## src/rtl/mult_div_unit.sv

```systemverilog
// Iterative 32x32 multiply / 32/32 divide unit: 33 edges from start to committed HI/LO.
// Multiply is shift-add and divide is restoring; both work on magnitudes, with sign fix-up in FIN.
module mult_div_unit (
    input  logic        mdu_clk,
    input  logic        mdu_rst,
    input  logic        mdu_start,
    input  logic [1:0]  mdu_op,
    input  logic [31:0] mdu_a,
    input  logic [31:0] mdu_b,
    input  logic        mdu_hi_we,
    input  logic        mdu_lo_we,
    input  logic [31:0] mdu_wdata,
    output logic        mdu_busy,
    output logic        mdu_done,
    output logic [31:0] mdu_hi,
    output logic [31:0] mdu_lo
);

    typedef enum logic [1:0] {
        IDLE = 2'd0,
        RUN  = 2'd1,
        FIN  = 2'd2
    } state_t;

    state_t      state_q, state_d;
    logic [4:0]  cnt_q, cnt_d;
    logic        div_q, div_d;
    logic        neg_res_q, neg_res_d;
    logic        neg_rem_q, neg_rem_d;
    logic [31:0] b_mag_q, b_mag_d;
    logic [31:0] acc_hi_q, acc_hi_d;
    logic [31:0] acc_lo_q, acc_lo_d;
    logic [31:0] hi_q, hi_d;
    logic [31:0] lo_q, lo_d;
    logic        done_q, done_d;

    logic        sign_a, sign_b;
    logic [31:0] a_mag, b_mag;
    logic [32:0] mul_sum;
    logic [32:0] div_shift;
    logic        div_fits;
    logic [63:0] product;
    logic [31:0] quo_fix, rem_fix;

    always_comb begin
        state_d   = state_q;
        cnt_d     = cnt_q;
        div_d     = div_q;
        neg_res_d = neg_res_q;
        neg_rem_d = neg_rem_q;
        b_mag_d   = b_mag_q;
        acc_hi_d  = acc_hi_q;
        acc_lo_d  = acc_lo_q;
        hi_d      = hi_q;
        lo_d      = lo_q;
        done_d    = 1'b0;

        sign_a    = mdu_op[0] & mdu_a[31];
        sign_b    = mdu_op[0] & mdu_b[31];
        a_mag     = sign_a ? (32'd0 - mdu_a) : mdu_a;
        b_mag     = sign_b ? (32'd0 - mdu_b) : mdu_b;

        // Multiply: acc_hi:acc_lo shifts right, acc_lo starts as the multiplier.
        mul_sum   = {1'b0, acc_hi_q} + (acc_lo_q[0] ? {1'b0, b_mag_q} : 33'd0);
        // Divide: acc_hi is the partial remainder, acc_lo shifts dividend out / quotient in.
        div_shift = {acc_hi_q, acc_lo_q[31]};
        div_fits  = (div_shift >= {1'b0, b_mag_q});

        product   = {acc_hi_q, acc_lo_q};
        if (neg_res_q) begin
            product = 64'd0 - product;
        end
        quo_fix   = neg_res_q ? (32'd0 - acc_lo_q) : acc_lo_q;
        rem_fix   = neg_rem_q ? (32'd0 - acc_hi_q) : acc_hi_q;

        unique case (state_q)
            IDLE: begin
                if (mdu_hi_we) begin
                    hi_d = mdu_wdata;
                end
                if (mdu_lo_we) begin
                    lo_d = mdu_wdata;
                end
                if (mdu_start) begin
                    state_d   = RUN;
                    cnt_d     = 5'd0;
                    div_d     = mdu_op[1];
                    neg_res_d = sign_a ^ sign_b;
                    neg_rem_d = sign_a;
                    b_mag_d   = b_mag;
                    acc_hi_d  = 32'd0;
                    acc_lo_d  = a_mag;
                end
            end
            RUN: begin
                if (div_q) begin
                    // A zero divisor always "fits", giving all-ones quotient and remainder = dividend.
                    acc_hi_d = div_fits ? (div_shift[31:0] - b_mag_q) : div_shift[31:0];
                    acc_lo_d = {acc_lo_q[30:0], div_fits};
                end else begin
                    acc_hi_d = mul_sum[32:1];
                    acc_lo_d = {mul_sum[0], acc_lo_q[31:1]};
                end
                cnt_d = cnt_q + 5'd1;
                if (cnt_q == 5'd31) begin
                    state_d = FIN;
                end
            end
            FIN: begin
                if (div_q) begin
                    hi_d = rem_fix;
                    lo_d = (b_mag_q == 32'd0) ? 32'hFFFF_FFFF : quo_fix;
                end else begin
                    hi_d = product[63:32];
                    lo_d = product[31:0];
                end
                done_d  = 1'b1;
                state_d = IDLE;
            end
            default: begin
                state_d = IDLE;
            end
        endcase
    end

    always_ff @(posedge mdu_clk or posedge mdu_rst) begin
        if (mdu_rst) begin
            state_q   <= IDLE;
            cnt_q     <= 5'd0;
            div_q     <= 1'b0;
            neg_res_q <= 1'b0;
            neg_rem_q <= 1'b0;
            b_mag_q   <= 32'd0;
            acc_hi_q  <= 32'd0;
            acc_lo_q  <= 32'd0;
            hi_q      <= 32'd0;
            lo_q      <= 32'd0;
            done_q    <= 1'b0;
        end else begin
            state_q   <= state_d;
            cnt_q     <= cnt_d;
            div_q     <= div_d;
            neg_res_q <= neg_res_d;
            neg_rem_q <= neg_rem_d;
            b_mag_q   <= b_mag_d;
            acc_hi_q  <= acc_hi_d;
            acc_lo_q  <= acc_lo_d;
            hi_q      <= hi_d;
            lo_q      <= lo_d;
            done_q    <= done_d;
        end
    end

    assign mdu_busy = (state_q != IDLE);
    assign mdu_done = done_q;
    assign mdu_hi   = hi_q;
    assign mdu_lo   = lo_q;

endmodule

```

## config.mk

```make
export PLATFORM = sky130hd
export DESIGN_NAME = mult_div_unit
export DESIGN_NICKNAME = d
export VERILOG_FILES = /design/src/rtl/mult_div_unit.sv
export SDC_FILE = /design/constraint.sdc
export NUM_CORES = 1
export LEC_CHECK = 0
export ABC_CLOCK_PERIOD_IN_PS = 4700
export BUFFER_PORTS_ARGS = -buffer_cell sky130_fd_sc_hd__buf_2
export CAP_MARGIN = 20
export CORE_UTILIZATION = 35
export CTS_BUF_LIST = sky130_fd_sc_hd__clkbuf_8
export DETAILED_ROUTE_END_ITERATION = 16
export PLACE_DENSITY = 0.61
export SYNTH_ARGS = -nofsm -noshare
export SYNTH_HDL_FRONTEND = slang
export SYNTH_SLANG_ARGS = --single-unit
export TNS_END_PERCENT = 30
```

## constraint.sdc

```tcl
create_clock -name mdu_clk -period 4.7 [get_ports mdu_clk]
set_input_delay 0.47 -clock mdu_clk [delete_from_list [all_inputs] [get_ports mdu_clk]]
set_output_delay 0.47 -clock mdu_clk [all_outputs]
set_load 0.02 [all_outputs]
```

==> run summary, run 1 <==
The run finished with clean final reports. After detailed routing, the number of remaining DRC violations is 0. The internal power consumption is 6.11 mW, and the combinational share of power is 66.3%. In this run, flip-flops and latches consume 25.0% of the power. The logs give 0.75 ns for the setup slack on the worst flop-to-flop path and 82 for the number of library cell types mapped by synthesis.

Counting flops and latches in the post-synthesis netlist gives 171. The initial utilization of the core area, before any placement, comes to 35.6%. The largest delay contributor family on the critical path was compound AO/OA/AOI/OAI gates. Highest net fanout along the worst path: 17. The post-route setup TNS was 0 ns; the final number of setup-violating endpoints was 0. After detailed routing, the number of vias per cell comes to 5.56. Global-route wire length before repair: 71200 µm.

The core region is 39800 µm². Yosys attributes the largest share of cell area to dfrtp_1, o21ai_0, xnor2_1. The Yosys step of the flow raised 0 warnings.

Summed over all layers, the routed wires come to 45600 µm. The tools report the final core utilization as 39.8%. The layout overhead on the synthesized area came out at 11.8%.

VDD sags by at most 0.488 mV. Entering global routing, the biggest net connects 172 pins. The critical path contains buffers and inverters numbering 2 combined.

For the violation count after the first detailed-route iteration, the log shows 1043. Traced cell by cell, the critical path runs through inv_1 > buf_4 > nor2_1 > ha_1 > a21o_1 > nor2_1 > or4b_1 > o21ai_0 > o31a_1 > o211ai_1 > a21o_1 > nand3_1 > o211ai_1. For the instance area after placement, the log shows 15400 µm².

The logs give 22.0% for the overall routing resource usage and 0.950 for the final weighted congestion in routability-driven placement. By count the netlist is led by nand2_1, o21ai_0, dfrtp_1. The number of global-route vias before repair is 12612, and the critical path depth in cells is 13.

Including well taps, the total number of placed cells is 2384. The actual slew at the worst max-slew pin is 1.09 ns, and the chip height is 203 µm. The most used flip-flop cell after synthesis was dfrtp_1.

The worst setup path is captured at a flop. The tree is rooted in a clkbuf_8. The estimated wirelength of the detail-placed design was 35000 µm. Setup repair after global routing left no endpoint under its margin. The maximum buffer depth of the clock tree was 2. After clock tree synthesis, the repair step resized 0 gates. Synthesis handed over a netlist of 1779 instances. Yosys instantiated no cell more often than nand2_1. In this run switching power makes up 51.6% of total power. The total count of hold-check failures in the final report is 0, and the area fraction of the dominant cell type after synthesis is 30.2%. Leakage power total: 6.87 nW. Width of the die: 203 µm. The CTS buffer count is 17, and the number of stages on the worst hold path is 3. The die covers 41300 µm². Before antenna repair, the detailed router went through 5 iterations.

Share of the yosys chip area belonging to registers: 30.2%. The sequential cells in the finished layout cover a total of 4280 µm². The multi-input combinational cells in the finished layout cover a total of 9230 µm². Summed over all nets, the switching power comes to 6.51 mW. After layout, the worst path uses 84.0% of the clock period. The power per standard cell area is 797 nW/µm². Hold repair after CTS inserted 0 buffers. In this run, the clock network consumes 8.6% of the power.

The synthesized area divided by synthesized cell count was 7.96 µm²; the count of H-tree levels built during CTS was 4. The async set-or-reset flop fraction in the synthesized netlist is 100%, and the area of the mapped netlist is 14200 µm². The required time of the worst setup path was 5.06 ns.

The tool flagged a number of max-cap violations equal to 0. Of the cells placed in the final design, the portion with a size suffix greater than 1 is 14.2%. The endpoint arrival time on the critical path was 4.31 ns.

Count of flip-flops with a built-in enable after synthesis: 0. The number of pins exceeding their max-slew limit in the final report came out at 0. The final layout contains 2053 nets. Counting the fill cells in the layout gives 4194. Dominant cell type by area after synthesis: dfrtp_1.

The run gives 0.51 ns as the clock insertion delay at the later pin of the skew report. The clock slew seen by the registers of the worst setup and hold paths is 0.12 ns. The startpoint of the worst-slack reg-to-reg timing path was acc_lo_q[0]. The type of the tightest min-delay check was primary input to flop.

Once detail routing completed, the nets flagged for antenna violations numbered 0. The overall via count from detail_route was 13440; the row count was 73. By startpoint and endpoint, the worst setup path is classified as flop to flop. During I/O placement, the number of pins put on the boundary was 169. Slowest cell on the critical path: inv_1. The number of cells on the worst reg-to-reg path is 13. Once layout is complete, the cells apart from fillers number 2416. Total nets after synthesis: 1954. The worst hold slack after final layout was 0.174 ns.

0 antenna diodes ended up in the layout. Dividing the detail-routed wire length by the instance count gives 18.9 µm. On the final layout, the worst clock skew is 0.0301 ns.

STA classifies the critical path startpoint as a flop. The run gives 27.0% as the worst max-slew margin expressed relative to the limit. Clock tree synthesis found a total of 171 sinks. The longest individual stage delay on the worst path works out to 0.56 ns.

The most critical setup path has its startpoint at acc_lo_q[0]. TritonCTS built the clock tree. For the maximum frequency from static timing analysis, the log shows 0.253 GHz.

Port buffering added 168 buffers. Worst hold path startpoint: mdu_op[1]. The number of antenna violations at the first check in global routing was 0; the number of setup buffers added after CTS was 0. The finished cells cover 15800 µm². Summed over all layers, the global routing overflow is 0.

The time the worst path needs with I/O delays and setup works out to 3.95 ns.
-- power groups by stage --
stage / combinational (mW) / sequential, mW / clock (mW)
3_5_place_dp: 8.28 / 3.18 / 0
5_1_grt: 9.23 / 3.27 / 1.18
4_1_cts: 8.32 / 3.14 / 1.11
2_1_floorplan: 6.14 / 3.05 / 0
3_3_place_gp: 8.18 / 3.14 / 0
6_report: 8.37 / 3.16 / 1.09
-- routing by layer --
layer	track usage (%)	up-vias	wire length (µm)
li1	-	6604	-
met1	31.6	6296	21700
met2	33.3	491	19600
met3	4.41	49	3310
met4	5.72	0	897
met5	0	-	0
-- path summary, 6_finish.rpt --
| check | to |
|---|---|
| worst max-delay path | acc_hi_q[29] |
| worst min-delay path | div_q |
| worst max register to register | acc_hi_q[29] |
| worst min register to register | mdu_hi[14] |
| max in group asynchronous | acc_lo_q[26] |
| min in group asynchronous | mdu_hi[9] |
-- cells in the final DEF (no fill, tap or decap), types with 24 or more instances in the layout --
cell type and count:
o22ai_1 34, nor2_1 136, a21o_1 35, ha_1 70, buf_2 168, nor3_1 28
xnor2_1 104, o21ai_0 205, a21oi_1 114, nand2_1 210, nand3_1 37, mux2i_1 49
a31oi_1 24, o31ai_1 24, o211ai_1 42, dfrtp_1 170, inv_1 68, xor2_1 62
nor4_1 25
-- sequential cells by signal, summed over array words and instances, names as in the netlist --
name / count
acc_hi_q: 32
acc_lo_q: 32
b_mag_q: 32
mdu_hi: 32
mdu_lo: 32
cnt_q: 5
state_q: 2
div_q: 1
mdu_done: 1
neg_rem_q: 1
neg_res_q: 1
-- per-stage QoR --
| step | total power, mW | worst slack [ns] |
|---|---|---|
| floorplan | 9.19 | 1.52 |
| global route | 13.7 | 0.511 |
| global placement | 11.3 | 0.912 |
| detailed placement | 11.5 | 0.786 |
| CTS | 12.6 | 0.766 |
| finish | 12.6 | 0.751 |
-- cell families after synthesis --
kind of cell    Yosys count  share of synthesized area [%]
flops                   171                           30.2
mux                      60                           4.34
buf+inv                 176                           4.81
compound gates          581                           25.4
fa+ha+maj                72                           6.47
xor+xnor                166                           10.3
simple gates            553                           18.5
-- final cells by class --
cell class / count / share of cell area [%]
timing repair buffer: 187 / 6.45
sequential: 171 / 27.0
tap: 525 / 4.15
clock inverter: 13 / 0.822
inverter: 69 / 1.66
multi-input combinational: 1432 / 58.2
clock buffer: 19 / 1.65
-- tightest hold or removal path, stage by stage --
cell,delay (ns)
buf_2,0.09
nand2_1,0.04
o21ai_0,0.06
Note: power is estimated with default switching activity, not from simulation.
==> inputs of run 2 (changes only) <==
--- a/config.mk
+++ b/config.mk
@@ -5,7 +5,7 @@
 export SDC_FILE = /design/constraint.sdc
 export NUM_CORES = 1
 export LEC_CHECK = 0
-export ABC_CLOCK_PERIOD_IN_PS = 4700
+export ABC_CLOCK_PERIOD_IN_PS = 3370
 export BUFFER_PORTS_ARGS = -buffer_cell sky130_fd_sc_hd__buf_2
 export CAP_MARGIN = 20
 export CORE_UTILIZATION = 35
==> constraint.sdc (replaced) <==
create_clock -name mdu_clk -period 3.37 [get_ports mdu_clk]
set_input_delay 0.337 -clock mdu_clk [delete_from_list [all_inputs] [get_ports mdu_clk]]
set_output_delay 0.337 -clock mdu_clk [all_outputs]
set_load 0.02 [all_outputs]
==> run 2 against run 1 <==
Effect of this change:
- the run now ends with negative setup slack left
- sequential power up 28%
- worst hold slack lost 0.081 ns
- utilization is 2.4 points higher
- sequential share of layout area is 1.5 points lower
- largest power group unchanged
- highest routed layer unchanged
==> run summary, run 2 (synthesis gave the netlist of run 1 again) <==
Overall via count from detail_route: 14015 (+4.3%). The run finished, with violations left. The global-route track usage on met3 is 2.54% (-1.9 points), and the minimum setup slack after placement is -0.0230 ns (-0.809 ns). Setup repair after global routing could not meet its margin everywhere. The tools report the estimated wirelength of the detail-placed design as 37200 µm (+6.3%).

The number of antenna violations at the first check in global routing is 0 (unchanged). The final wirelength was 47900 µm (+5.2%). TritonCTS built the clock tree.

Leaving out fill and tap cells, the most frequent cell in the layout is nand2_1. Clock slew seen by the registers of the worst setup and hold paths: 0.11 ns (about the same). The layout overhead on the synthesized area works out to 18.7%. In this run the most used layer during global routing was met2. Residual antenna-violating net count after detailed routing: 0 (unchanged).

The run gives 0 (unchanged) as the final global-route overflow total. The largest net degree at the start of global routing came out at 102 (-41%). For the number of remaining DRC errors, the log shows 0 (unchanged). In this run the worst hold path is classified as primary input to flop. The run gives 42.2% (+2.4 points) as the final core utilization.

The required time of the worst setup path came out at 3.74 ns (-1.32 ns). For the part of the total power dissipated in sequential elements, the log shows 20.7% (-4.3 points). The tools report the global-route wire length before repair as 73600 µm (+3.4%).

The overall routing resource usage is 22.9% (+0.89 points). The run gives 0 (unchanged) as the total count of hold-check failures in the final report. Setup clock skew after layout: 0.0219 ns (-0.00821 ns). The violation count after the first detailed-route iteration was 1003 (-3.8%). The tools report the CTS sink count as 171 (unchanged). The tools report the met1 layer usage reported by global route as 33.7% (+2.1 points). The maximum frequency from static timing analysis is 0.296 GHz (+17%), and the fraction of final layout cells with drive strength greater than 1 is 20.1% (+5.9 points). The tools report the combinational share of power as 71.5% (+5.2 points).

The final reports fail on negative setup slack. The tools report the die outline area as 41300 µm² (unchanged). The instance area after placement is 16200 µm² (+4.7%). For the maximum buffer depth of the clock tree, the log shows 2 (unchanged). For the worst IR drop on VDD, the log shows 0.681 mV (+39%). The CTS buffer count was 17 (unchanged). The time the worst path needs with I/O delays and setup was 3.38 ns (-0.567 ns). The run gives 0 (unchanged) as the antenna diode count.

The share of power burned in the clock network was 7.8% (-0.8 points); the chip height was 203 µm (unchanged). Highest net fanout along the worst path: 6 (-11). The actual slew at the worst max-slew pin works out to 0.814 ns (-0.280 ns).

The tools report the count of H-tree levels built during CTS as 4 (unchanged). The power per standard cell area works out to 1160 nW/µm² (+46%). The leakage power total was 7.41 nW (+7.9%); the worst max-slew margin expressed relative to the limit was 45.6% (+19 points).

The tools report the I/O pin total as 169 (unchanged). Row count: 73 (unchanged). The internal power consumption is 9.68 mW (+59%).

The worst setup path is captured at a flop. The mean number of vias per cell was 5.56 (about the same). The global-route met2 utilization was 35.8% (+2.4 points).

For the layout net count, the log shows 2157 (+5.1%). In the layout the commonest cells are nand2_1, o21ai_0, dfrtp_1, buf_2, nor2_1. Initial core utilization: 35.6% (unchanged). The logs give -0.0126 ns (-0.763 ns) for the minimum setup slack in the final design and 0.940 (-1.0%) for the final weighted congestion in routability-driven placement. Clock insertion delay at the later pin of the skew report: 0.51 ns (about the same). The run gives 0 (unchanged) as the max capacitance violation total.

The area of the core was 39800 µm² (unchanged); the endpoint arrival time on the critical path was 3.75 ns (-0.56 ns). The post-route clock period utilization came out at 100% (+16 points). The width of the die is 203 µm (unchanged), and the final routed wire length divided by cell count is 19.0 µm (+0.89%). The post-route total power is 19.5 mW (+55%). The cell area after layout is 16800 µm² (+6.1%), and the count of input and output buffers is 168 (unchanged).

The tree is rooted in a clkbuf_8. The worst setup path is launched from a flop. For the number of iterations in the first detailed-routing pass, the log shows 5 (unchanged).

The net switching power figure was 9.83 mW (+51%). The run gives 12985 (+3.0%) as the number of global-route vias before repair. Startpoint-to-endpoint class of the critical path: flop to flop.

The number of pins exceeding their max-slew limit in the final report was 0 (unchanged); the final number of setup-violating endpoints was 1 (+1). The switching share of power was 50.4% (-1.2 points).
## run 2: changes by cell type in the layout (fill, tap and decap cells not counted), sizes merged
cell         before  now
bufinv            1    0
dlygate4sd3       0    1
clkbuf           19   18
buf             187  290
clkinv            4    6
## run 2: worst paths after layout
path / startpoint / end / slack (ns) / depth (start not counted)
setup / recovery: b_mag_q[5] / acc_hi_q[13] / -0.01 / 15
hold / removal: mdu_wdata[1] / mdu_hi[1] / 0.09 / 3
setup reg to reg: b_mag_q[5] / acc_hi_q[13] / -0.01 / 15
hold reg to reg: mdu_lo[2] / mdu_lo[2] / 0.48 / 2
max in group asynchronous: mdu_rst / acc_hi_q[29] / 2.22 / 4
min in group asynchronous: mdu_rst / mdu_hi[5] / 0.31 / 3
## run 2: repair_timing
action	in CTS	in global routing
endpoints found under the hold margin	6	0
endpoints found under the setup margin	9	29
buffers inserted	0	11
pin swaps	1	15
hold buffers	1	0
resized for setup	3	40
## run 2: power groups by stage
stage / Combinational (mW) / Clock, mW / Sequential, mW
after global placement: 12.9 / 0 / 4.04
final: 13.9 / 1.52 / 4.05
after detailed placement: 13.0 / 0 / 4.08
after CTS: 13.1 / 1.55 / 4.03
after floorplan: 8.56 / 0 / 4.25
after global routing: 15.1 / 1.62 / 4.17
## run 2: final cells by class
cell class | instances | area, µm²
fillers | 4115 | 23000
multi-input cells | 1432 | 9350
flip-flops and latches | 171 | 4280
repair buffers | 291 | 1870
well taps | 525 | 657
inverters | 69 | 263
clock buffers | 18 | 248
clock inverters | 14 | 149
## run 2: critical path, stage by stage, from the launching register on
cell     delay [ns]
dfrtp_2        0.47
inv_2          0.08
ha_2           0.28
nor3_2         0.21
nor2_2         0.06
o31a_1         0.31
o41ai_4        0.06
buf_4          0.18
o31a_1         0.28
a31oi_4        0.14
o31ai_4        0.33
buf_6          0.16
buf_6          0.14
mux2_2         0.34
a21oi_1        0.13
o21ai_0        0.08
## run 2: per-layer routing
layer	vias to the layer above	wire, µm
li1	6822	-
met1	6613	22900
met2	537	21200
met3	43	3230
met4	0	669
met5	-	0
## run 2: stage by stage
step,TNS (ns),hold WS (ns),instances
after floorplan,0,0.449,1779
after global placement,-0.0278,0.295,2476
after detailed placement,-0.102,0.295,2476
after CTS,0,0.0620,2509
after global routing,-0.690,0.0756,2520
final,-0.0126,0.0930,2520
